## src/rtl/swan_pkg.sv

```systemverilog
// Shared SWAN definitions: default block width, half-block/column width
// derivations, and the state type of the rho column-mixing controller.
package swan_pkg;

  // Default cipher block width in bits; must be a multiple of 8.
  localparam int BLOCK_SIZE_DEF = 64;

  // Half-block width handled by one rho instance.
  function automatic int side_size(input int block_size);
    return block_size / 2;
  endfunction

  // A half-block is four columns.
  function automatic int column_size(input int block_size);
    return block_size / 8;
  endfunction

  typedef enum logic [1:0] {
    IDLE  = 2'd0,
    ACCUM = 2'd1,
    APPLY = 2'd2,
    DONE  = 2'd3
  } rho_state_t;

endpackage : swan_pkg

```

## src/rtl/serial_rho_if.sv

```systemverilog
// Valid/ready bus carrying a half-block into rho and the mixed result out.
// The slave modport is the rho block's view; master is the producer/consumer.
import swan_pkg::*;

interface serial_rho_if #(
  parameter int BLOCK_SIZE = BLOCK_SIZE_DEF
);
  localparam int SIDE_SIZE = side_size(BLOCK_SIZE);

  logic                 in_valid;
  logic                 in_ready;
  logic [0:SIDE_SIZE-1] x;
  logic                 out_valid;
  logic                 out_ready;
  logic [0:SIDE_SIZE-1] y;

  modport slave (
    input  in_valid, x, out_ready,
    output in_ready, out_valid, y
  );

  modport master (
    output in_valid, x, out_ready,
    input  in_ready, out_valid, y
  );
endinterface : serial_rho_if

```

## src/rtl/rho_column_xor.sv

```systemverilog
// One column-wide two-input XOR: the whole arithmetic of rho. The serial
// build shares a single copy between accumulation and apply.
module rho_column_xor #(
  parameter int COLUMN_SIZE = 8
) (
  input  logic [0:COLUMN_SIZE-1] a_i,
  input  logic [0:COLUMN_SIZE-1] b_i,
  output logic [0:COLUMN_SIZE-1] y_o
);

  assign y_o = a_i ^ b_i;

endmodule : rho_column_xor

```

## src/rtl/serial_rho.sv

```systemverilog
// SWAN rho layer: each output column is the XOR of the other three input
// columns, computed as y_c = x_c ^ (x0^x1^x2^x3).
// Default build walks one column per clock (4 accumulate + 4 apply cycles).
// Defining RHO_PARALLEL_EN replaces both walks with a single-cycle,
// four-column combinational computation; ports and function are unchanged.
import swan_pkg::*;

module serial_rho #(
  parameter int BLOCK_SIZE = BLOCK_SIZE_DEF
) (
  input logic         clk,
  input logic         rst,
  serial_rho_if.slave bus
);

  localparam int SIDE_SIZE   = side_size(BLOCK_SIZE);
  localparam int COLUMN_SIZE = column_size(BLOCK_SIZE);

  rho_state_t           state_q, state_d;
  logic [0:SIDE_SIZE-1] x_q;
  logic [0:SIDE_SIZE-1] y_q;

`ifdef RHO_PARALLEL_EN

  logic [0:COLUMN_SIZE-1] p_par;
  logic [0:SIDE_SIZE-1]   y_par;

  // Column parity of the captured half-block.
  assign p_par = x_q[0*COLUMN_SIZE +: COLUMN_SIZE] ^ x_q[1*COLUMN_SIZE +: COLUMN_SIZE]
               ^ x_q[2*COLUMN_SIZE +: COLUMN_SIZE] ^ x_q[3*COLUMN_SIZE +: COLUMN_SIZE];

  for (genvar c = 0; c < 4; c++) begin : g_col
    rho_column_xor #(.COLUMN_SIZE(COLUMN_SIZE)) u_xor (
      .a_i (x_q[c*COLUMN_SIZE +: COLUMN_SIZE]),
      .b_i (p_par),
      .y_o (y_par[c*COLUMN_SIZE +: COLUMN_SIZE])
    );
  end

  // Capture x on acceptance; write all four result columns in APPLY.
  always_ff @(posedge clk) begin
    if (rst) begin
      x_q <= '0;
      y_q <= '0;
    end else begin
      case (state_q)
        IDLE:    if (bus.in_valid) x_q <= bus.x;
        APPLY:   y_q <= y_par;
        default: ;
      endcase
    end
  end

`else

  logic [1:0]             col_q;
  logic [0:COLUMN_SIZE-1] p_q;
  logic [0:COLUMN_SIZE-1] x_col;
  logic [0:COLUMN_SIZE-1] xor_out;

  // Current column of the captured half-block, selected by the counter.
  assign x_col = x_q[int'(col_q)*COLUMN_SIZE +: COLUMN_SIZE];

  // Single shared XOR: parity update in ACCUM, result column in APPLY.
  rho_column_xor #(.COLUMN_SIZE(COLUMN_SIZE)) u_xor (
    .a_i (x_col),
    .b_i (p_q),
    .y_o (xor_out)
  );

  // Capture x, accumulate the column parity, then emit one column per cycle.
  always_ff @(posedge clk) begin
    if (rst) begin
      // NOTE: the data registers are reset as well as the control, so an
      // aborted operation leaves y at zero instead of a half-written value.
      x_q   <= '0;
      p_q   <= '0;
      y_q   <= '0;
      col_q <= 2'd0;
    end else begin
      case (state_q)
        IDLE: begin
          if (bus.in_valid) begin
            x_q   <= bus.x;
            p_q   <= '0;
            col_q <= 2'd0;
          end
        end
        ACCUM: begin
          p_q   <= xor_out;
          col_q <= col_q + 2'd1;
        end
        APPLY: begin
          y_q[int'(col_q)*COLUMN_SIZE +: COLUMN_SIZE] <= xor_out;
          col_q <= col_q + 2'd1;
        end
        default: ;
      endcase
    end
  end

`endif

  // State register.
  always_ff @(posedge clk) begin
    // NOTE: non-blocking assignments here so every register samples the
    // pre-edge value of every other, independent of process ordering.
    if (rst) state_q <= IDLE;
    else     state_q <= state_d;
  end

  // Next-state logic.
  always_comb begin
    // NOTE: default first, so no path through the case leaves state_d
    // unassigned and infers a latch.
    state_d = state_q;
    case (state_q)
`ifdef RHO_PARALLEL_EN
      IDLE:  if (bus.in_valid) state_d = APPLY;
      ACCUM: state_d = APPLY;
      APPLY: state_d = DONE;
`else
      IDLE:  if (bus.in_valid) state_d = ACCUM;
      ACCUM: if (col_q == 2'd3) state_d = APPLY;
      APPLY: if (col_q == 2'd3) state_d = DONE;
`endif
      DONE:    if (bus.out_ready) state_d = IDLE;
      default: state_d = IDLE;
    endcase
  end

  // Handshake outputs decoded from the registered state.
  always_comb begin
    bus.in_ready  = 1'b0;
    bus.out_valid = 1'b0;
    case (state_q)
      IDLE:    bus.in_ready  = 1'b1;
      DONE:    bus.out_valid = 1'b1;
      default: ;
    endcase
  end

  assign bus.y = y_q;

endmodule : serial_rho

```

## src/flat_wrapper.sv

```systemverilog
// flat-port wrapper written by rule: the top's interface ports become plain ports
module serial_rho_flat 
#(
  parameter int BLOCK_SIZE = BLOCK_SIZE_DEF
)
  (clk, rst, bus_in_valid, bus_x, bus_out_ready, bus_in_ready, bus_out_valid, bus_y);
  serial_rho_if #(.BLOCK_SIZE(BLOCK_SIZE)) bus_i ();
  input logic clk;
  input logic rst;
  input wire logic [$bits(bus_i.in_valid)-1:0] bus_in_valid;
  input wire logic [$bits(bus_i.x)-1:0] bus_x;
  input wire logic [$bits(bus_i.out_ready)-1:0] bus_out_ready;
  output wire logic [$bits(bus_i.in_ready)-1:0] bus_in_ready;
  output wire logic [$bits(bus_i.out_valid)-1:0] bus_out_valid;
  output wire logic [$bits(bus_i.y)-1:0] bus_y;
  assign bus_i.in_valid = bus_in_valid;
  assign bus_i.x = bus_x;
  assign bus_i.out_ready = bus_out_ready;
  assign bus_in_ready = bus_i.in_ready;
  assign bus_out_valid = bus_i.out_valid;
  assign bus_y = bus_i.y;
  serial_rho #(.BLOCK_SIZE(BLOCK_SIZE)) u_core (.clk(clk), .rst(rst), .bus(bus_i));
endmodule
```

## config.mk

```make
export PLATFORM = sky130hd
export DESIGN_NAME = serial_rho_flat
export DESIGN_NICKNAME = d
export VERILOG_FILES = /design/src/rtl/swan_pkg.sv /design/src/rtl/serial_rho_if.sv /design/src/rtl/rho_column_xor.sv /design/src/rtl/serial_rho.sv /design/src/flat_wrapper.sv
export SDC_FILE = /design/constraint.sdc
export NUM_CORES = 1
export LEC_CHECK = 0
export CAP_MARGIN = 20
export CORE_ASPECT_RATIO = 1.4
export CORE_UTILIZATION = 35
export DETAILED_ROUTE_END_ITERATION = 6
export PLACE_DENSITY_LB_ADDON = 0.12
export SLEW_MARGIN = 20
export SYNTH_ARGS = -nofsm -noshare
export SYNTH_HDL_FRONTEND = slang
export SYNTH_HIERARCHICAL = 1
export SYNTH_SLANG_ARGS = --single-unit
```

## constraint.sdc

```tcl
create_clock -name clk -period 4.9 [get_ports clk]
set_input_delay 1.47 -clock clk [delete_from_list [all_inputs] [get_ports clk]]
set_output_delay 1.47 -clock clk [all_outputs]
set_load 0.01 [all_outputs]
```

=== Yosys cells after proc, flatten, opt, wreduce, memory -nomap -nowiden ===
Cells that the tools add are included.

* Register bits after elaboration: 76
* Input port bits: 36
* Word-level logic and storage cells: 40

* Add/subtract/negate cells: 2
* Eq/ne operators: 8
* Shifts and indexed selects: 3
* Mux-type cells: 12
* Bitwise gates (word level): 2
* Reductions and logical operators: 8

{| class="wikitable"
|+ Operators with widths
! cell !! count
|-
| negator 32 -> 33 bit || 1
|-
| variable shift 33 x 33 -> 32 bit, first input constant || 1
|-
| indexed part select 32 x 32 -> 33 bit || 1
|-
| indexed part select 33 x 33 -> 32 bit || 1
|-
| bitwise mux 32 bit || 1
|-
| inverter 5 -> 32 bit || 1
|-
| case mux 8 bit (2 select lines) || 1
|-
| two-way mux 2 bit || 5
|-
| two-way mux 8 bit || 1
|-
| case mux 2 bit (4 select lines) || 1
|-
| bitwise XOR 8 bit || 1
|-
| == test 2 bit, second input constant || 3
|-
| AND reduction 2 bit || 3
|-
| != test 2 x 1 -> 1 bit, second input constant || 2
|-
| != test 2 bit, second input constant || 2
|-
| case mux 2 bit (2 select lines) || 1
|-
| AND reduction 4 bit || 1
|-
| nonzero test 2 bit || 2
|-
| adder 2 x 1 -> 2 bit, second input constant || 1
|-
| == test 2 x 1 -> 1 bit, second input constant || 1
|-
| logical NOT 2 bit || 1
|-
| two-way mux 1 bit || 2
|-
| OR reduction 2 bit || 1
|}

=== Logic depth before layout (Yosys ltp) ===
* Depth after elaboration: 5
* Gate-level depth with buffers: 7

=== Modules after synthesis ===
The synthesis kept the hierarchy.

{| class="wikitable"
|+ Modules (own cells, without submodules)
! module !! instances !! cells an instance !! area each (µm²)
|-
| serial_rho || 1 || 323 || 2990.4
|-
| rho_column_xor || 1 || 8 || 70.1
|}

=== Worst setup path after synthesis ===
OpenSTA, ideal clock, no wires.

* Path kind: register -> output
* Start point: register u_core.state_q[0]
* End point: output port bus_in_ready
* Arrival time: 702 ps
* Data required time: 3430 ps
* Path slack: 2728 ps
* Stages on the path, launching flop included: 3
* Buffers on the path: 0
* Cell sequence: dfxtp_1 -> inv_1 -> ha_1

* Cells in the longest elaborated chain, start to end: 2

{| class="wikitable"
|+ Ends and longest elaborated chain
! what !! line !! source
|-
| start, declared || serial_rho.sv:19 || <nowiki>rho_state_t state_q, state_d;</nowiki>
|-
| start signal, assigned || serial_rho.sv:109 || <nowiki>else state_q <= state_d;</nowiki>
|-
| logical NOT 2 bit || serial_rho.sv:136 || <nowiki>case (state_q)</nowiki>
|-
| two-way mux 1 bit || serial_rho.sv:136 ||
|-
| end, declared || flat_wrapper.sv:13 || <nowiki>output wire logic [$bits(bus_i.in_ready)-1:0] bus_in_ready;</nowiki>
|}

No other way between the ends.

=== Final worst setup path ===
Same ends and word-level chain as after synthesis.

==> flow_summary.ini <==
[yosys]
synthCells = 331
syn_avg_cell_area_um2 = 9.25
yosysWarningCount = 6
synth_area_um2 = 3060
synth-seq-area-share = 0.497
synth_nets = 375
ys_seq_elements = 76
yosys.cell_types.count = 25

[clocking]
clock-sinks = 76
cts_buffer_depth = 2
cts_resized = 0
post-cts-setup-buffers = 0
clk_pin_slew_worst_paths_ps = 50
root_buffer = clkbuf_16
clock_latency_ps = 320
cts_tree = done
cts_inserted_buffers = 9
ctsHoldBuffers = 0
h-tree-depth = 3

[finish]
area_delta_synth_final_pct = 34.3
diodes = 0
fin_area_um2 = 4110
fill_cells = 853
layout-drive-gt1-share = 0.0712
final_common_cell = dfxtp_1
fin_nets = 432
final_cell_mix = dfxtp_1, nand2_1, clkdlybuf4s50_1

[detailed_routing]
drt_pre_antenna_iters = 4
drt-vias-per-instance = 4.96
num_vias = 2469
avgRoutedWirePerCell_um = 14.1
wl_um = 7010
ant_nets = 0
drc = 0
drt_iter0_markers = 114

[worst_setup_path]
path_cells = inv_1 -> ha_1 -> clkdlybuf4s50_1
critPathRequiredTime_ps = 3430
cp_max_fo = 7
reg2reg_from = u_core/col_q[0]
max_stage_delay_ps = 600
critPathBufInv = 2
arrival_ps = 1680
reg2reg_to = u_core/p_q[4]
crit_path_start_kind = flop
cpLargestDelayFamily = buffers and inverters
end_kind = output pin
rr_worst_depth = 4
cp_slowest_cell = clkdlybuf4s50_1
critPathKind = flop to output pin
r2r_slack_ps = 2550

[sta]
clock-skew-final_ps = 4.49
report.final.slew_viol_count = 0
relSlewSlack = 0.347
max_slew.worst_pin.slew_ps = 980
fmax_mhz = 318
setup_viol = 0
finalCriticalPeriod_ps = 3150
period_share = 0.642
hold_viol = 0
grt_setup_unrepaired = no
setup_tns_ps = 0

[hold_path]
min_delay_path_depth = 2
hold_path_end = u_core/x_q[5]
hold_start = u_core/x_q[5]
hold_class = flop to flop

[placement]
numPortBuffers = 69
placed_area_um2 = 3750
hpwl_um = 4810
gp_congestion = 0.731

[power_and_ir_drop]
power_density_nw_per_um2 = 479
peakVddDrop_uv = 188
leakagePower_uw = 0.00153

[run]
max_cap_viol_count = 0

[global_route]
grtUsageTotal = 0.163
grt_max_degree = 56
grt_pass1_wl_um = 11200
antenna_found_initial = 0
grt_pass1_vias = 2273
grt_overflow = 0

[floorplanning]
die_area_um2 = 9130
initial_core_util = 0.360
ios = 70
die_y_um = 113
rows = 40
die_x_um = 81.0
coreArea_um2 = 8510

[run_status]
status = complete, no violations
## final cells by class
| class | count | area (um2) | area share |
|---|---|---|---|
| Clock buffer | 12 | 256 | 0.0624 |
| Clock inverter | 4 | 95.1 | 0.0231 |
| Inverter | 4 | 15.0 | 0.00365 |
| Multi-Input combinational cell | 227 | 1400 | 0.340 |
| Sequential cell | 76 | 1520 | 0.370 |
| Tap cell | 105 | 131 | 0.0320 |
| Timing Repair Buffer | 70 | 693 | 0.169 |
## sequential cells by signal, indices dropped and copies added, names as in the netlist
register,cells
u_core/bus.y,32
u_core/p_q,8
u_core/col_q,2
u_core/x_q,32
u_core/state_q,2
## metal layers
layer  vias to the layer above  GRT usage  share of wire
li1                       1260          -              -
met2                        59      0.257           0.48
met5                         -          0              0
met1                      1143      0.209           0.47
met4                         0     0.0643          0.012
met3                         7     0.0415          0.040
## kinds of logic (layout without fill, tap and decap cells)
group                      Yosys count  in the layout  synth area share
and+or+nand+nor                    123            123             0.164
AOI/OAI and AO/OA                   77             77             0.166
DFF                                 76             76             0.497
buffers and inverters               28             90            0.0478
muxes                               11             11            0.0687
adders and majority gates            8              8            0.0327
xor gates and xnor gates             8              8            0.0229
## power by group
group / switching, uW / internal (uW)
clock: 237 / 524
combinational: 278 / 180
sequential: 62.5 / 685
total: 577 / 1390
## Yosys cell counts
cell	count	share of area
dfxtp_1	76	0.50
nand2_1	70	0.086
nor2_1	42	0.052
a21oi_1	33	0.054
a22oi_1	32	0.078
a32oi_1	9	0.026
buf_2	9	0.015
ha_1	8	0.033
mux4_2	8	0.059
xor2_1	8	0.023
clkbuf_1	7	0.0086
inv_1	4	0.0049
nand2b_1	4	0.0082
buf_1	3	0.0037
buf_6	3	0.011
mux2i_1	3	0.0098
and4b_1	2	0.0065
buf_4	2	0.0049
nand3_1	2	0.0033
a311o_1	1	0.0033
and2_1	1	0.0020
and4_1	1	0.0029
and4bb_2	1	0.0041
o21bai_1	1	0.0025
o31ai_1	1	0.0025
## worst register-to-register path: stages, from the launching register on
cell     delay [ps]
dfxtp_1         840
mux4_2          610
xor2_1          520
a32oi_1         190
nor2_1          120
## how the worst max path moves through the flow
stage                     endpoint               from  depth (start not counted)  slack, ps
global route          bus_in_ready  u_core/state_q[0]                          3       1650
finish                bus_in_ready  u_core/state_q[0]                          3       1750
detailed placement   u_core/x_q[5]       bus_in_valid                          4       1610
CTS                   bus_in_ready  u_core/state_q[0]                          3       1750
global placement    u_core/x_q[30]       bus_in_valid                          4       1600
floorplan             bus_in_ready  u_core/state_q[0]                          2       2730
## through the flow
stage	utilization	instances	setup WS [ps]	power, uW	hold slack [ps]
2_1_floorplan	-	331	2730	1090	433
3_3_place_gp	0.441	482	1600	1220	439
3_5_place_dp	0.441	482	1610	1220	447
4_1_cts	0.483	498	1750	1990	454
5_1_grt	0.483	498	1650	2070	469
6_report	0.483	498	1750	1970	453
Power figures use the tool's default switching activity.
